$ cat src/rtl/pipe_rx_data_if.sv
// Bundles the PHY receive-side PIPE signals and the descrambler-facing results
// of pipe_rx_data.
//   master : PHY/stimulus view. Drives Rx* and observes the descrambler/status outputs.
//   slave  : pipe_rx_data view. Samples Rx* and drives the descrambler/status outputs.
interface pipe_rx_data_if #(
    parameter int unsigned DATA_W    = 32,
    parameter int unsigned ERR_CNT_W = 8
) ();
    // PHY receive side
    logic [DATA_W-1:0]    RxData;
    logic [3:0]           RxDataK;
    logic                 RxValid;
    logic                 RxDataValid;
    logic                 RxStartBlock;
    logic [1:0]           RxSyncHeader;
    logic [2:0]           RxStatus;

    // Descrambler side and status
    logic [DATA_W-1:0]    descramblerDataIn;
    logic [3:0]           descramblerDataK;
    logic [1:0]           descramblerSyncHeader;
    logic                 descramblerStartBlock;
    logic                 descramblerDataValid;
    logic                 blockAligned;
    logic                 blockErr;
    logic                 decodeErr;
    logic [ERR_CNT_W-1:0] errCount;

    modport master (
        output RxData, RxDataK, RxValid, RxDataValid, RxStartBlock, RxSyncHeader, RxStatus,
        input  descramblerDataIn, descramblerDataK, descramblerSyncHeader,
               descramblerStartBlock, descramblerDataValid,
               blockAligned, blockErr, decodeErr, errCount
    );

    modport slave (
        input  RxData, RxDataK, RxValid, RxDataValid, RxStartBlock, RxSyncHeader, RxStatus,
        output descramblerDataIn, descramblerDataK, descramblerSyncHeader,
               descramblerStartBlock, descramblerDataValid,
               blockAligned, blockErr, decodeErr, errCount
    );
endinterface

$ cat src/rtl/pipe_rx_data.sv
// Receive-side PIPE data block. It forwards Gen1 8b/10b symbols and flags decode
// errors. In Gen5 it tracks 128b/130b block framing and gates data until blocks
// are aligned. Every output is registered, with a latency of one pclk.
//   pclk       : clock, rising edge
//   reset_n    : synchronous, active-low reset
//   generation : 1 = Gen1, 5 = Gen5, any other value = disabled
//   rx_if      : PHY Rx* inputs, descrambler outputs, blockAligned/blockErr/decodeErr/errCount
module pipe_rx_data #(
    parameter int unsigned pipe_width_gen1 = 8,
    parameter int unsigned pipe_width_gen5 = 32,
    parameter int unsigned BEATS_PER_BLOCK = 4,
    parameter int unsigned ALIGN_GOOD      = 2,
    parameter int unsigned ERR_CNT_W       = 8
) (
    input  logic          pclk,
    input  logic          reset_n,
    input  logic [2:0]    generation,
    pipe_rx_data_if.slave rx_if
);
    localparam int unsigned BEAT_W = (BEATS_PER_BLOCK > 1) ? $clog2(BEATS_PER_BLOCK) : 1;
    localparam int unsigned GOOD_W = 3;
    localparam logic [BEAT_W-1:0] BEAT_LAST  = BEAT_W'(BEATS_PER_BLOCK - 1);
    // Beat index that follows a block start. It is 0 again when a block has one beat.
    localparam logic [BEAT_W-1:0] BEAT_AFTER = (BEATS_PER_BLOCK > 1) ? BEAT_W'(1) : '0;
    localparam logic [GOOD_W-1:0] GOOD_TGT   = GOOD_W'(ALIGN_GOOD);
    localparam logic [2:0]        GEN1       = 3'd1;
    localparam logic [2:0]        GEN5       = 3'd5;

    typedef enum logic [1:0] {
        ST_UNALIGNED = 2'd0,
        ST_CHECK     = 2'd1,
        ST_ALIGNED   = 2'd2
    } state_t;

    state_t                     state_q, state_d;
    logic [BEAT_W-1:0]          beat_cnt_q, beat_cnt_d;
    logic [GOOD_W-1:0]          good_cnt_q, good_cnt_d;
    logic [2:0]                 gen_q, gen_d;
    logic [1:0]                 sync_hdr_q, sync_hdr_d;
    logic [pipe_width_gen5-1:0] data_q, data_d;
    logic [3:0]                 data_k_q, data_k_d;
    logic                       start_blk_q, start_blk_d;
    logic                       data_valid_q, data_valid_d;
    logic                       aligned_q, aligned_d;
    logic                       block_err_q, block_err_d;
    logic                       decode_err_q, decode_err_d;
    logic [ERR_CNT_W-1:0]       err_cnt_q, err_cnt_d;

    logic                       hdr_ok;
    logic [GOOD_W-1:0]          good_inc;
    logic [BEAT_W-1:0]          beat_next;
    logic                       unused_k;

    // Gen1 consumes only lane K bit 0. The upper K bits are sunk here.
    assign unused_k = ^rx_if.RxDataK[3:1];

    // State and output registers
    always_ff @(posedge pclk) begin
        if (!reset_n) begin
            state_q      <= ST_UNALIGNED;
            beat_cnt_q   <= '0;
            good_cnt_q   <= '0;
            gen_q        <= '0;
            sync_hdr_q   <= '0;
            data_q       <= '0;
            data_k_q     <= '0;
            start_blk_q  <= 1'b0;
            data_valid_q <= 1'b0;
            aligned_q    <= 1'b0;
            block_err_q  <= 1'b0;
            decode_err_q <= 1'b0;
            err_cnt_q    <= '0;
        end else begin
            state_q      <= state_d;
            beat_cnt_q   <= beat_cnt_d;
            good_cnt_q   <= good_cnt_d;
            gen_q        <= gen_d;
            sync_hdr_q   <= sync_hdr_d;
            data_q       <= data_d;
            data_k_q     <= data_k_d;
            start_blk_q  <= start_blk_d;
            data_valid_q <= data_valid_d;
            aligned_q    <= aligned_d;
            block_err_q  <= block_err_d;
            decode_err_q <= decode_err_d;
            err_cnt_q    <= err_cnt_d;
        end
    end

    // Next state and outputs. Priority order: generation > RxValid > RxDataValid > framing.
    always_comb begin
        state_d      = state_q;
        beat_cnt_d   = beat_cnt_q;
        good_cnt_d   = good_cnt_q;
        sync_hdr_d   = sync_hdr_q;
        gen_d        = generation;
        data_d       = '0;
        data_k_d     = '0;
        start_blk_d  = 1'b0;
        data_valid_d = 1'b0;
        block_err_d  = 1'b0;
        decode_err_d = 1'b0;

        hdr_ok    = (rx_if.RxSyncHeader == 2'b01) || (rx_if.RxSyncHeader == 2'b10);
        good_inc  = (good_cnt_q == '1) ? good_cnt_q : good_cnt_q + GOOD_W'(1);
        beat_next = (beat_cnt_q == BEAT_LAST) ? '0 : beat_cnt_q + BEAT_W'(1);

        if ((generation != gen_q) || ((generation != GEN1) && (generation != GEN5))) begin
            state_d    = ST_UNALIGNED;
            beat_cnt_d = '0;
            good_cnt_d = '0;
            sync_hdr_d = '0;
        end else if (generation == GEN1) begin
            // Gen1 does not use block framing, so the framing state stays cleared.
            state_d    = ST_UNALIGNED;
            beat_cnt_d = '0;
            good_cnt_d = '0;
            sync_hdr_d = '0;
            if (rx_if.RxValid) begin
                data_d       = pipe_width_gen5'(rx_if.RxData[pipe_width_gen1-1:0]);
                data_k_d     = {3'b000, rx_if.RxDataK[0]};
                data_valid_d = 1'b1;
                decode_err_d = (rx_if.RxStatus == 3'b100) || (rx_if.RxStatus == 3'b111);
            end
        end else if (!rx_if.RxValid) begin
            state_d    = ST_UNALIGNED;
            beat_cnt_d = '0;
            good_cnt_d = '0;
            sync_hdr_d = '0;
        end else if (rx_if.RxDataValid) begin
            unique case (state_q)
                ST_UNALIGNED: begin
                    if (rx_if.RxStartBlock && hdr_ok) begin
                        good_cnt_d = GOOD_W'(1);
                        beat_cnt_d = BEAT_AFTER;
                        sync_hdr_d = rx_if.RxSyncHeader;
                        state_d    = (GOOD_TGT <= GOOD_W'(1)) ? ST_ALIGNED : ST_CHECK;
                    end
                end
                default: begin
                    if (beat_cnt_q == '0) begin
                        // A block start is expected on this beat.
                        if (rx_if.RxStartBlock && hdr_ok) begin
                            good_cnt_d = good_inc;
                            beat_cnt_d = BEAT_AFTER;
                            sync_hdr_d = rx_if.RxSyncHeader;
                            if ((state_q == ST_CHECK) && (good_inc >= GOOD_TGT)) begin
                                state_d = ST_ALIGNED;
                            end
                        end else begin
                            block_err_d = 1'b1;
                            state_d     = ST_UNALIGNED;
                            beat_cnt_d  = '0;
                            good_cnt_d  = '0;
                            sync_hdr_d  = '0;
                        end
                    end else if (rx_if.RxStartBlock) begin
                        // A start inside a block is a misframe. A valid header still opens a new block.
                        block_err_d = 1'b1;
                        if (hdr_ok) begin
                            state_d    = ST_CHECK;
                            good_cnt_d = GOOD_W'(1);
                            beat_cnt_d = BEAT_AFTER;
                            sync_hdr_d = rx_if.RxSyncHeader;
                        end else begin
                            state_d    = ST_UNALIGNED;
                            good_cnt_d = '0;
                            beat_cnt_d = '0;
                            sync_hdr_d = '0;
                        end
                    end else begin
                        beat_cnt_d = beat_next;
                    end
                end
            endcase

            if (state_d == ST_ALIGNED) begin
                data_d       = rx_if.RxData;
                start_blk_d  = rx_if.RxStartBlock;
                data_valid_d = 1'b1;
            end
        end

        aligned_d = (state_d == ST_ALIGNED);
        err_cnt_d = ((block_err_d || decode_err_d) && (err_cnt_q != '1))
                    ? err_cnt_q + ERR_CNT_W'(1) : err_cnt_q;
    end

    assign rx_if.descramblerDataIn     = data_q;
    assign rx_if.descramblerDataK      = data_k_q;
    assign rx_if.descramblerSyncHeader = sync_hdr_q;
    assign rx_if.descramblerStartBlock = start_blk_q;
    assign rx_if.descramblerDataValid  = data_valid_q;
    assign rx_if.blockAligned          = aligned_q;
    assign rx_if.blockErr              = block_err_q;
    assign rx_if.decodeErr             = decode_err_q;
    assign rx_if.errCount              = err_cnt_q;
endmodule

$ cat src/flat_wrapper.sv
// flat-port wrapper written by rule: the top's interface ports become plain ports
module pipe_rx_data_flat 
#(
    parameter int unsigned pipe_width_gen1 = 8,
    parameter int unsigned pipe_width_gen5 = 32,
    parameter int unsigned BEATS_PER_BLOCK = 4,
    parameter int unsigned ALIGN_GOOD      = 2,
    parameter int unsigned ERR_CNT_W       = 8
)
  (pclk, reset_n, generation, rx_if_RxData, rx_if_RxDataK, rx_if_RxValid, rx_if_RxDataValid, rx_if_RxStartBlock, rx_if_RxSyncHeader, rx_if_RxStatus, rx_if_descramblerDataIn, rx_if_descramblerDataK, rx_if_descramblerSyncHeader, rx_if_descramblerStartBlock, rx_if_descramblerDataValid, rx_if_blockAligned, rx_if_blockErr, rx_if_decodeErr, rx_if_errCount);
  pipe_rx_data_if #(.DATA_W(32), .ERR_CNT_W(ERR_CNT_W)) rx_if_i ();
  input  logic pclk;
  input  logic reset_n;
  input  logic [2:0] generation;
  input wire logic [$bits(rx_if_i.RxData)-1:0] rx_if_RxData;
  input wire logic [$bits(rx_if_i.RxDataK)-1:0] rx_if_RxDataK;
  input wire logic [$bits(rx_if_i.RxValid)-1:0] rx_if_RxValid;
  input wire logic [$bits(rx_if_i.RxDataValid)-1:0] rx_if_RxDataValid;
  input wire logic [$bits(rx_if_i.RxStartBlock)-1:0] rx_if_RxStartBlock;
  input wire logic [$bits(rx_if_i.RxSyncHeader)-1:0] rx_if_RxSyncHeader;
  input wire logic [$bits(rx_if_i.RxStatus)-1:0] rx_if_RxStatus;
  output wire logic [$bits(rx_if_i.descramblerDataIn)-1:0] rx_if_descramblerDataIn;
  output wire logic [$bits(rx_if_i.descramblerDataK)-1:0] rx_if_descramblerDataK;
  output wire logic [$bits(rx_if_i.descramblerSyncHeader)-1:0] rx_if_descramblerSyncHeader;
  output wire logic [$bits(rx_if_i.descramblerStartBlock)-1:0] rx_if_descramblerStartBlock;
  output wire logic [$bits(rx_if_i.descramblerDataValid)-1:0] rx_if_descramblerDataValid;
  output wire logic [$bits(rx_if_i.blockAligned)-1:0] rx_if_blockAligned;
  output wire logic [$bits(rx_if_i.blockErr)-1:0] rx_if_blockErr;
  output wire logic [$bits(rx_if_i.decodeErr)-1:0] rx_if_decodeErr;
  output wire logic [$bits(rx_if_i.errCount)-1:0] rx_if_errCount;
  assign rx_if_i.RxData = rx_if_RxData;
  assign rx_if_i.RxDataK = rx_if_RxDataK;
  assign rx_if_i.RxValid = rx_if_RxValid;
  assign rx_if_i.RxDataValid = rx_if_RxDataValid;
  assign rx_if_i.RxStartBlock = rx_if_RxStartBlock;
  assign rx_if_i.RxSyncHeader = rx_if_RxSyncHeader;
  assign rx_if_i.RxStatus = rx_if_RxStatus;
  assign rx_if_descramblerDataIn = rx_if_i.descramblerDataIn;
  assign rx_if_descramblerDataK = rx_if_i.descramblerDataK;
  assign rx_if_descramblerSyncHeader = rx_if_i.descramblerSyncHeader;
  assign rx_if_descramblerStartBlock = rx_if_i.descramblerStartBlock;
  assign rx_if_descramblerDataValid = rx_if_i.descramblerDataValid;
  assign rx_if_blockAligned = rx_if_i.blockAligned;
  assign rx_if_blockErr = rx_if_i.blockErr;
  assign rx_if_decodeErr = rx_if_i.decodeErr;
  assign rx_if_errCount = rx_if_i.errCount;
  pipe_rx_data #(.pipe_width_gen1(pipe_width_gen1), .pipe_width_gen5(pipe_width_gen5), .BEATS_PER_BLOCK(BEATS_PER_BLOCK), .ALIGN_GOOD(ALIGN_GOOD), .ERR_CNT_W(ERR_CNT_W)) u_core (.pclk(pclk), .reset_n(reset_n), .generation(generation), .rx_if(rx_if_i));
endmodule
$ cat config.mk
export PLATFORM = sky130hd
export DESIGN_NAME = pipe_rx_data_flat
export DESIGN_NICKNAME = d
export VERILOG_FILES = /design/src/rtl/pipe_rx_data_if.sv /design/src/rtl/pipe_rx_data.sv /design/src/flat_wrapper.sv
export SDC_FILE = /design/constraint.sdc
export NUM_CORES = 1
export LEC_CHECK = 0
export ABC_AREA = 1
export BUFFER_PORTS_ARGS = -buffer_cell sky130_fd_sc_hd__buf_2
export CAP_MARGIN = 20
export CORE_MARGIN = 2
export CORE_UTILIZATION = 52
export CTS_CLUSTER_DIAMETER = 150
export CTS_CLUSTER_SIZE = 40
export DETAILED_ROUTE_END_ITERATION = 8
export PLACE_DENSITY = 0.9
export SLEW_MARGIN = 20
export SYNTH_ARGS = -nofsm -noshare
export SYNTH_HDL_FRONTEND = slang
export SYNTH_SLANG_ARGS = --single-unit
$ cat constraint.sdc
create_clock -name pclk -period 2.5 [get_ports pclk]
set_input_delay 0.125 -clock pclk [delete_from_list [all_inputs] [get_ports pclk]]
set_output_delay 0.125 -clock pclk [all_outputs]
set_load 0.005 [all_outputs]
==> results of run 1 <==
-- power groups by stage --
stage	clock network (W)	logic [W]	registers (W)
floorplan	0	0.0000496	0.000948
global placement	0	0.0000900	0.000948
detailed placement	0	0.0000937	0.000948
CTS	0.000879	0.0000949	0.000928
global route	0.000924	0.000106	0.000927
finish	0.000863	0.0000949	0.000928
-- worst min-delay path, cell delays in order --
cell	delay [ns]
buf_2	0.10
inv_1	0.04
nor2_1	0.04
-- final timing paths --
| path | slack (ns) | start | end | cells after the start |
|---|---|---|---|---|
| setup / recovery | 0.58 | u_core.beat_cnt_q[0]$_SDFFE_PP0P_ | u_core.rx_if.descramblerDataIn[13]$_SDFF_PP0_ | 9 |
| hold / removal | 0.008 | rx_if_RxData[7] | u_core.rx_if.descramblerDataIn[7]$_SDFF_PP0_ | 3 |
| setup reg to reg | 0.58 | u_core.beat_cnt_q[0]$_SDFFE_PP0P_ | u_core.rx_if.descramblerDataIn[13]$_SDFF_PP0_ | 9 |
| hold reg to reg | 0.47 | u_core.good_cnt_q[2]$_SDFFE_PP0P_ | u_core.good_cnt_q[2]$_SDFFE_PP0P_ | 2 |
-- per-stage QoR --
stage                     setup slack (ns)  utilization, %  cell area, µm²
after global routing                0.4019           67.65            3174
after detailed placement            0.6097           63.31            2970
after floorplan                     0.8593               -            2506
after global placement              0.6583           63.31            2970
final                               0.5791           67.65            3174
after CTS                           0.5816           67.65            3174
-- cell type report --
cell class	instances	area, µm²
fill	366	1518
sequential	58	1161
multi-input combinational	177	1095
timing repair buffer	94	473.0
inverter	45	173.9
clock buffer	11	151.4
tap	54	67.56
clock inverter	5	52.55
-- logic make-up (layout without fill, tap and decap cells) --
| family | after synthesis | in the layout | share of synthesized area, % |
|---|---|---|---|
| AO/OA/AOI/OAI | 27 | 27 | 6.059 |
| AND/OR/NAND/NOR | 134 | 134 | 31.70 |
| XOR/XNOR | 6 | 6 | 2.104 |
| adder cells (fa/ha/maj) | 7 | 7 | 3.505 |
| buffers and inverters | 53 | 155 | 10.02 |
| other | 1 | 3 | 0.1501 |
| flip-flops | 58 | 58 | 46.47 |
-- sequential cells by signal (all words and copies together), names as in the netlist --
name                                flops
u_core.rx_if.descramblerDataK           1
u_core.rx_if.blockErr                   1
u_core.rx_if.descramblerDataIn         32
u_core.gen_q                            3
u_core.rx_if.descramblerDataValid       1
u_core.rx_if.descramblerSyncHeader      2
u_core.state_q                          2
u_core.rx_if.errCount                   8
u_core.beat_cnt_q                       2
u_core.good_cnt_q                       3
u_core.rx_if.blockAligned               1
u_core.rx_if.decodeErr                  1
u_core.rx_if.descramblerStartBlock      1
-- routing by layer --
metal,part of all wire (%),GRT usage (%),vias to the layer above
li1,-,-,1096
met5,0,0,-
met2,51,36.34,73
met1,42,23.68,995
met4,0.88,7.475,0
met3,6.1,6.036,9
-- placed cells by master (no fill, tap or decap) --
master	count
or2_2	1
xor2_1	3
nor2_4	1
o21ai_1	1
buf_4	1
buf_2	93
conb_1	3
nand2_2	4
nor2_8	1
dfxtp_1	58
o2111ai_1	1
o22ai_1	2
o211ai_1	1
clkbuf_8	11
nand2_1	50
inv_1	42
clkinv_2	3
o21ai_0	9
inv_6	1
clkinvlp_4	1
a21oi_2	1
o21ai_2	1
nand3_4	1
xnor2_1	3
nor4_1	1
nor2_1	25
bufinv_16	1
nand3_2	1
nor2_2	2
a21oi_1	11
nand3_1	18
nand4_1	1
nor3b_1	6
ha_1	7
nor3b_2	20
nor3_1	2
inv_2	2
==> out/metrics.yaml, run 1 <==
most_repeated_cell_in_the_gate_level_netlist_after_synthesis: "dfxtp_1"
share_comb_of_total_power_pct: 5.0
postSynthAreaPerCell_um2: 8.737
place.gp.congestion: 0.8240
n_antenna_cell: 0
yosys-top-cells-area: "dfxtp_1 (46%), nor3b_2 (10%), nand2_1 (7.5%)"
die_y_um: 73.32
dominantRegCellSynth: "dfxtp_1"
crit_path_start_kind: "register"
number_of_antenna_violations_at_the_first_check_in_global_routing: 0
cap_violations: 0
route.detailed.wl_per_inst_um: 11.77
num_io_pins: 100
root_buffer_master: "clkbuf_8"
cellInternalPower_w: 0.001481
coreArea_um2: 4692
critical_path.top_delay_family: "buffers and inverters"
via_count_of_the_first_global_routing_pass: 2030
synth.lib_cells_used.distinct: 35
p_sw_w: 0.0004043
grt_use_total_pct: 20.64
syn-instance-count: 286
p_per_area_nw_per_um2: 594.0
detailedRoute.firstIterationViolations: 106
via_count: 2173
dp_cells: 428
finClkSkew_ns: 0.01182
worst_hold_slack_ns: 0.008054
drive_above_1_share_pct: 37.44
worst_skew_pair.late_latency_ns: 0.33
detail_route.first_pass.iterations: 4
die_x_um: 73.32
synthesis.yosys.warnings: 0
cts.sink_count: 58
hpwlAfterDp_mm: 3.865
inserted_clock_buffers: 9
p_leak_nw: 1.606
setup_repair_after_global_routing_missed_its_margin: "no"
largest_area_contributor_in_the_netlist: "dfxtp_1"
setup_violations: 0
synth_sequential_area_ratio_pct: 46.47
globalRouteOverflowTotal: 0
grt_pass1_wl_mm: 8.659
clock_tree_from_tritoncts: "done"
fmaxAchievable_mhz: 520.6
power.switching_fraction_pct: 21.44
post-cts-setup-buffers: 0
seqPwrFrac_pct: 49.2
drt.antenna.violating_nets: 0
crit_path_top_delay_cell: "dfxtp_1"
worst_setup_hold_path_clk_slew_ns: 0.07
worst_hold_path_type: "in -> reg"
drc: 0
vias_per_cell: 4.894
synth_top_cell_area_share_pct: 46.47
timing.final.crit_share_pct: 76.84
buffers_plus_inverters_on_the_worst_setup_path: 3
slew_viol_final: 0
route.final.wire_length_mm: 5.228
finish.net_count: 441
clock_path_buffers: 2
slowest_delay_ns: 0.38
synth_edf_count: 0
areaGrowthSynthToFinish_pct: 27.04
initial_util_pct: 53.25
port_buffers: 93
power.ir.vdd_worst_uv: 396.4
pin_count_of_the_biggest_net_entering_global_routing: 28
floorplan_die_area_um2: 5376
layout_min_cycle_time_ns: 1.921
timing.critical_path.arrival_ns: 2.11
totalPowerFinal_w: 0.001886
required_ns: 2.69
cell_breakdown_of_the_critical_path: "inv_1, ha_1, nor2_1, inv_2, o211ai_1, o21ai_1, nand2_2, buf_4, nor3b_1"
async_flop_share_pct: 0
status: "finished, final reports clean"
syn-cell-area_um2: 2499
setup_tns_ns: 0
ys_ff_latch: 58
yosys-top-cells-count: "dfxtp_1 (58), nand2_1 (50), inv_1 (42), nor2_1 (25), nor3b_2 (20)"
worstSetupPathType: "reg -> reg"
cts_hold_buf: 0
finish.cell_count_without_fillers: 444
timing.critical_path.to_type: "register"
share_clk_of_total_power_pct: 45.8
num_rows: 25
hold_viol: 0
crit_path_max_fanout: 25
post_cts_resize_count: 0
h-tree-depth: 3
Note: power is estimated with default switching activity, not from simulation.
==> run 2: changes to the inputs <==
- CORE_UTILIZATION: 52 -> 48
- PLACE_DENSITY: 0.9 -> 0.84
- clock period: 2.5 -> 1.8 ns (I/O delays scaled with it)
==> run 2 against run 1 <==
Effect of this change:
- clock power is 10% higher
- sequential power is 39% higher
- sequential share of layout area is 2.3 points lower
- worst hold slack better by 0.0042 ns
- first-iteration DRC count is 53% lower
- sequential cell count stayed put
- critical path type unchanged
- highest routed layer unchanged
==> out/metrics.yaml, run 2 (synthesis results as in run 1) <==
status: "finished, final reports clean"
worst_hold_slack_ns: 0.01227  # +0.004216 ns
total_area_of_multi_input_combinational_cells_um2: 1119  # +2.2%
clock_path_buffers: 2  # unchanged
drc: 0  # unchanged
final-seq-area_um2: 1161  # unchanged
reg2reg_to: "u_core.rx_if.errCount[3]$_SDFFE_PN0P_"
detail_route.first_pass.iterations: 4  # unchanged
layout.cells.most_common_list: "buf_2 (93), dfxtp_1 (58), nand2_1 (49)"
p_per_area_nw_per_um2: 711.7  # +20%
route.final.wire_length_mm: 5.449  # +4.2%
hold_viol: 0  # unchanged
p_leak_nw: 1.696  # +5.6%
cts.sink_count: 58  # unchanged
timing.critical_path.to_type: "register"
share_clk_of_total_power_pct: 39.5  # -6.3 points
critPathLaunch: "u_core.beat_cnt_q[1]$_SDFFE_PP0P_"
num_io_pins: 100  # unchanged
die_x_um: 76.15  # +3.9%
worst_r2r_path_depth: 11  # +2
coreArea_um2: 5075  # +8.2%
initial_util_pct: 49.24  # -4.0 points
worst_hold_path_type: "in -> reg"
cellInternalPower_w: 0.001883  # +27%
root_buffer_master: "clkbuf_8"
layout.cells.most_common: "buf_2"
drt.antenna.violating_nets: 0  # unchanged
setup_repair_after_global_routing_missed_its_margin: "yes"
number_of_antenna_violations_at_the_first_check_in_global_routing: 0  # unchanged
largest_reg_flops: 32  # unchanged
hold-path-cell-count: 2  # -1
areaGrowthSynthToFinish_pct: 35.50
via_count: 2237  # +2.9%
route.detailed.wl_per_inst_um: 11.40  # -3.2%
slew_viol_final: 0  # unchanged
globalRouteOverflowTotal: 0  # unchanged
r2r_start: "u_core.beat_cnt_q[1]$_SDFFE_PP0P_"
worst_skew_pair.late_latency_ns: 0.32  # about the same
dp_cells: 447  # +4.4%
inserted_clock_buffers: 9  # unchanged
cap_violations: 0  # unchanged
totalPowerFinal_w: 0.002410  # +28%
power.ir.vdd_worst_uv: 531.3  # +34%
place.gp.congestion: 0.8732  # +6.0%
final_standard_cell_area_without_fillers_um2: 3386  # +6.7%
finClkSkew_ns: 0.008035  # -0.003782 ns
vias_per_cell: 4.680  # -4.4%
pin_count_of_the_biggest_net_entering_global_routing: 28  # unchanged
grt_use_total_pct: 19.31  # -1.3 points
floorplan_die_area_um2: 5799  # +7.9%
layout_min_cycle_time_ns: 1.703  # -0.2177 ns
hpwlAfterDp_mm: 3.687  # -4.6%
reg2reg_slack_ns: 0.1  # -0.48 ns
grt_pass1_wl_mm: 9.128  # +5.4%
crit_path_start_kind: "register"
detailedRoute.firstIterationViolations: 50  # -53%
worst_setup_hold_path_clk_slew_ns: 0.06  # about the same
setup_violations: 0  # unchanged
dpl-instance-area_um2: 3025  # +1.9%
setup_tns_ns: 0  # unchanged
h-tree-depth: 3  # unchanged
required_ns: 2.04  # -0.65 ns
post-cts-setup-buffers: 0  # unchanged
finish.cell_count_without_fillers: 478  # +7.7%
fmaxAchievable_mhz: 587.1  # +13%
timing.critical_path.arrival_ns: 1.95  # -0.16 ns
via_count_of_the_first_global_routing_pass: 2229  # +9.8%
endpoint: "u_core.rx_if.errCount[3]$_SDFFE_PN0P_"
clock_tree_from_tritoncts: "done"
worstSetupPathType: "reg -> reg"
power.switching_fraction_pct: 21.85  # +0.40 points
seqPwrFrac_pct: 53.5  # +4.3 points
n_antenna_cell: 0  # unchanged
num_rows: 26  # +4.0%
share_comb_of_total_power_pct: 7.0  # +2.0 points
port_buffers: 93  # unchanged
p_sw_w: 0.0005265  # +30%
die_y_um: 76.15  # +3.9%
drive_above_1_share_pct: 36.76  # -0.67 points
timing.final.crit_share_pct: 94.62  # +18 points
finish.net_count: 463  # +5.0%
crit_path_max_fanout: 5  # -80%
fill_cells: 408  # +11%
## run 2: cell types whose count changed in the layout (fill, tap and decap cells not counted), sizes merged
cell	previous run	this run
bufinv	1	0
clkinv	3	1
dlygate4sd3	0	19
buf	94	97
clkinvlp	1	0
## run 2: power by group through the flow
stage	clock [W]	sequential, W	combinational [W]
3_3_place_gp	0	0.00132	0.000127
3_5_place_dp	0	0.00132	0.000131
5_1_grt	0.00105	0.00129	0.000187
4_1_cts	0.000977	0.00129	0.000162
2_1_floorplan	0	0.00132	0.0000689
6_report	0.000952	0.00129	0.000168
## run 2: repair_timing
action                                  4_1_cts  5_1_grt
gates cloned                                  0        0
gates resized for setup                       3        4
hold buffers                                 17        2
endpoints found under the hold margin        17        2
endpoints found under the setup margin       11       42
## run 2: cell type report
class / count / share of cell area, %
Tap cell: 70 / 2.587
Timing Repair Buffer: 116 / 20.62
Multi-Input combinational cell: 177 / 33.04
Sequential cell: 58 / 34.29
Clock inverter: 1 / 0.1478
Clock buffer: 11 / 4.176
Inverter: 45 / 5.137
## run 2: how the worst min path moves through the flow
stage	from	endpoint	slack, ns
2_1_floorplan	generation[0]	u_core.gen_q[0]$_SDFF_PN0_	0.18
3_3_place_gp	rx_if_RxData[7]	u_core.rx_if.descramblerDataIn[7]$_SDFF_PP0_	0.30
3_5_place_dp	rx_if_RxData[0]	u_core.rx_if.descramblerDataIn[0]$_SDFF_PP0_	0.31
4_1_cts	rx_if_RxData[9]	u_core.rx_if.descramblerDataIn[9]$_SDFF_PP0_	0.002
5_1_grt	rx_if_RxData[26]	u_core.rx_if.descramblerDataIn[26]$_SDFF_PP0_	0.01
6_report	rx_if_RxData[21]	u_core.rx_if.descramblerDataIn[21]$_SDFF_PP0_	0.01
## run 2: routing by layer
metal,share of wire [%],wire [µm],up-vias,global-route usage (%)
li1,-,-,1137,-
met1,41,2236,1002,19.82
met2,51,2785,84,35.54
met3,5.4,294,14,5.569
met4,2.4,133,0,10.00
met5,0,0,-,0
## run 2: critical path: stages, from the launching register on
cell and delay [ns]:
dfxtp_1 0.31, inv_1 0.08, ha_2 0.24, nor2_2 0.07
inv_2 0.07, nand2_1 0.08, nor2_2 0.16, nand3_1 0.11
nand2_2 0.12, buf_4 0.15, nand3_1 0.06, a21oi_1 0.17
## run 2: stage by stage
stage               util, %  worst slack (ns)
finish                66.72           0.09679
global route          66.72          -0.01385
CTS                   66.05           0.02451
detailed placement    59.62          -0.06037
global placement      59.62           0.06534
floorplan                 -            0.1593
==> run 3: changes to the inputs <==
- CORE_UTILIZATION: 48 -> 39
- PLACE_DENSITY: 0.84 -> 0.72
- SKIP_LAST_GASP: not set -> 1
==> run 3 against run 2 <==
Effect of this change:
- combinational power up 9.5%
- core utilization down 10 points
- fmax up 4.9%
- power rose by 7.4%
- clock power grew 18%
- global-route usage is 4.0 points lower
- cell count increased by 4.8%
- worst hold slack better by 0.00098 ns
- design area rose by 5.1%
- largest power group unchanged
- highest routed layer unchanged
==> out/metrics.yaml, run 3 (synthesis results as in run 1) <==
status: "finished, final reports clean"
crit_path_max_fanout: 25  # +20
layout.cells.most_common: "buf_2"
grt_pass1_wl_mm: 8.590  # -5.9%
critical_path.most_common_cell: "nand2_1"
drc: 0  # unchanged
cell_breakdown_of_the_critical_path: "inv_1, ha_2, nor2_2, inv_2, nand2_1, nand2_1, a21oi_2, nand2_2, buf_12, nor3b_2"
timing.critical_path.arrival_ns: 1.87  # -0.08 ns
worst_skew_pair.late_latency_ns: 0.32  # about the same
setup_tns_ns: 0  # unchanged
final_core_utilization_pct: 56.69  # -10 points
via_count_of_the_first_global_routing_pass: 2033  # -8.8%
p_leak_nw: 1.767  # +4.2%
detail_route.first_pass.iterations: 4  # unchanged
timing.critical_path.to_type: "register"
grt_use_total_pct: 15.30  # -4.0 points
finish.net_count: 475  # +2.6%
largest_reg_flops: 32  # unchanged
port_buffers: 93  # unchanged
die_y_um: 84.04  # +10%
num_io_pins: 100  # unchanged
required_ns: 2.05  # about the same
crit_path_start_kind: "register"
vias_per_cell: 4.439  # -5.1%
hpwlAfterDp_mm: 3.513  # -4.7%
slew_viol_final: 0  # unchanged
pin_count_of_the_biggest_net_entering_global_routing: 28  # unchanged
n_antenna_cell: 0  # unchanged
floorplan_die_area_um2: 7063  # +22%
hold_viol: 0  # unchanged
clock_tree_from_tritoncts: "done"
cts.sink_count: 58  # unchanged
layout.cells.most_common_list: "buf_2 (93), dfxtp_1 (58), nand2_1 (49)"
crit_path_top_delay_cell: "dfxtp_1"
worst_hold_path_type: "in -> reg"
critical_path.top_delay_family: "simple AND/OR/NAND/NOR gates"
worst_setup_hold_path_clk_slew_ns: 0.06  # about the same
drive_above_1_share_pct: 36.79  # about the same
worstSetupPathType: "reg -> reg"
cap_violations: 0  # unchanged
slowest_delay_ns: 0.33  # +0.02 ns
setup_repair_after_global_routing_missed_its_margin: "no"
place.gp.congestion: 0.8053  # -7.8%
drt.antenna.violating_nets: 0  # unchanged
route.detailed.wl_per_inst_um: 10.58  # -7.2%
clock_path_buffers: 2  # unchanged
timing.final.crit_share_pct: 90.23  # -4.4 points
detailedRoute.firstIterationViolations: 33  # -34%
root_buffer_master: "clkbuf_8"
power.ir.vdd_worst_uv: 492.6  # -7.3%
finClkSkew_ns: 0.007074  # -0.0009616 ns
die_x_um: 84.04  # +10%
fmaxAchievable_mhz: 615.7  # +4.9%
layout_min_cycle_time_ns: 1.624  # -0.07914 ns
inserted_clock_buffers: 9  # unchanged
initial_util_pct: 39.80  # -9.4 points
via_count: 2224  # -0.58%
route.final.wire_length_mm: 5.302  # -2.7%
p_per_area_nw_per_um2: 727.4  # +2.2%
areaGrowthSynthToFinish_pct: 42.41
coreArea_um2: 6277  # +24%
number_of_antenna_violations_at_the_first_check_in_global_routing: 0  # unchanged
setup_violations: 0  # unchanged
globalRouteOverflowTotal: 0  # unchanged
totalPowerFinal_w: 0.002588  # +7.4%
h-tree-depth: 3  # unchanged
num_rows: 29  # +12%
buffers_plus_inverters_on_the_worst_setup_path: 3  # unchanged
[run 3: routing by layer]
| layer | wire (µm) | vias up | GRT usage [%] |
|---|---|---|---|
| met5 | 0 | - | 0 |
| met1 | 2274 | 991 | 16.31 |
| met3 | 286 | 6 | 6.034 |
| met2 | 2677 | 62 | 27.06 |
| met4 | 64 | 0 | 5.718 |
| li1 | - | 1165 | - |
[run 3: final cells by class]
class	instances	area (µm²)
clock buffer	10	127.6
clock inverter	6	57.56
fill	574	2719
inverter	45	173.9
multi-input combinational	177	1129
sequential	58	1161
tap	77	96.34
timing repair buffer	128	813.3
[run 3: worst reg2reg max path, delay by kind of cell (launching register included)]
family | cells | cell delay (ns)
and+or+nand+nor | 5 | 0.60
DFF | 1 | 0.33
buffers and inverters | 3 | 0.30
adders and majority gates | 1 | 0.20
AOI/OAI and AO/OA | 1 | 0.13
[run 3: what timing repair did]
item | 4_1_cts | 5_1_grt
resized for setup | 0 | 9
hold buffers | 28 | 1
endpoints found under the hold margin | 28 | 1
buffers inserted | 0 | 1
setup endpoints to repair | 0 | 37
[run 3: path summary, 6_finish.rpt]
check / cells past startpoint / startpoint / to / slack, ns
setup / recovery: 10 / u_core.beat_cnt_q[1]$_SDFFE_PP0P_ / u_core.rx_if.descramblerDataIn[10]$_SDFF_PP0_ / 0.18
hold / removal: 2 / rx_if_RxData[12] / u_core.rx_if.descramblerDataIn[12]$_SDFF_PP0_ / 0.01
setup reg to reg: 10 / u_core.beat_cnt_q[1]$_SDFFE_PP0P_ / u_core.rx_if.descramblerDataIn[10]$_SDFF_PP0_ / 0.18
hold reg to reg: 2 / u_core.good_cnt_q[2]$_SDFFE_PP0P_ / u_core.good_cnt_q[2]$_SDFFE_PP0P_ / 0.47
[run 3: power breakdown]
group	internal [W]	switching (W)	total [W]
clock network	0.000629	0.000487	0.00112
registers	0.00129	0.00000121	0.00129
logic	0.000107	0.0000769	0.000184
total	0.00202	0.000565	0.00259
[run 3: stage by stage]
stage	setup slack, ns	instances	instance area, µm²	hold WS, ns
2_1_floorplan	0.1593	288	2506	0.1835
3_3_place_gp	0.07694	455	3042	0.3017
3_5_place_dp	0.01753	455	3042	0.3064
4_1_cts	0.006879	499	3507	0.005887
5_1_grt	0.01319	501	3558	0.007599
6_report	0.1759	501	3558	0.01325
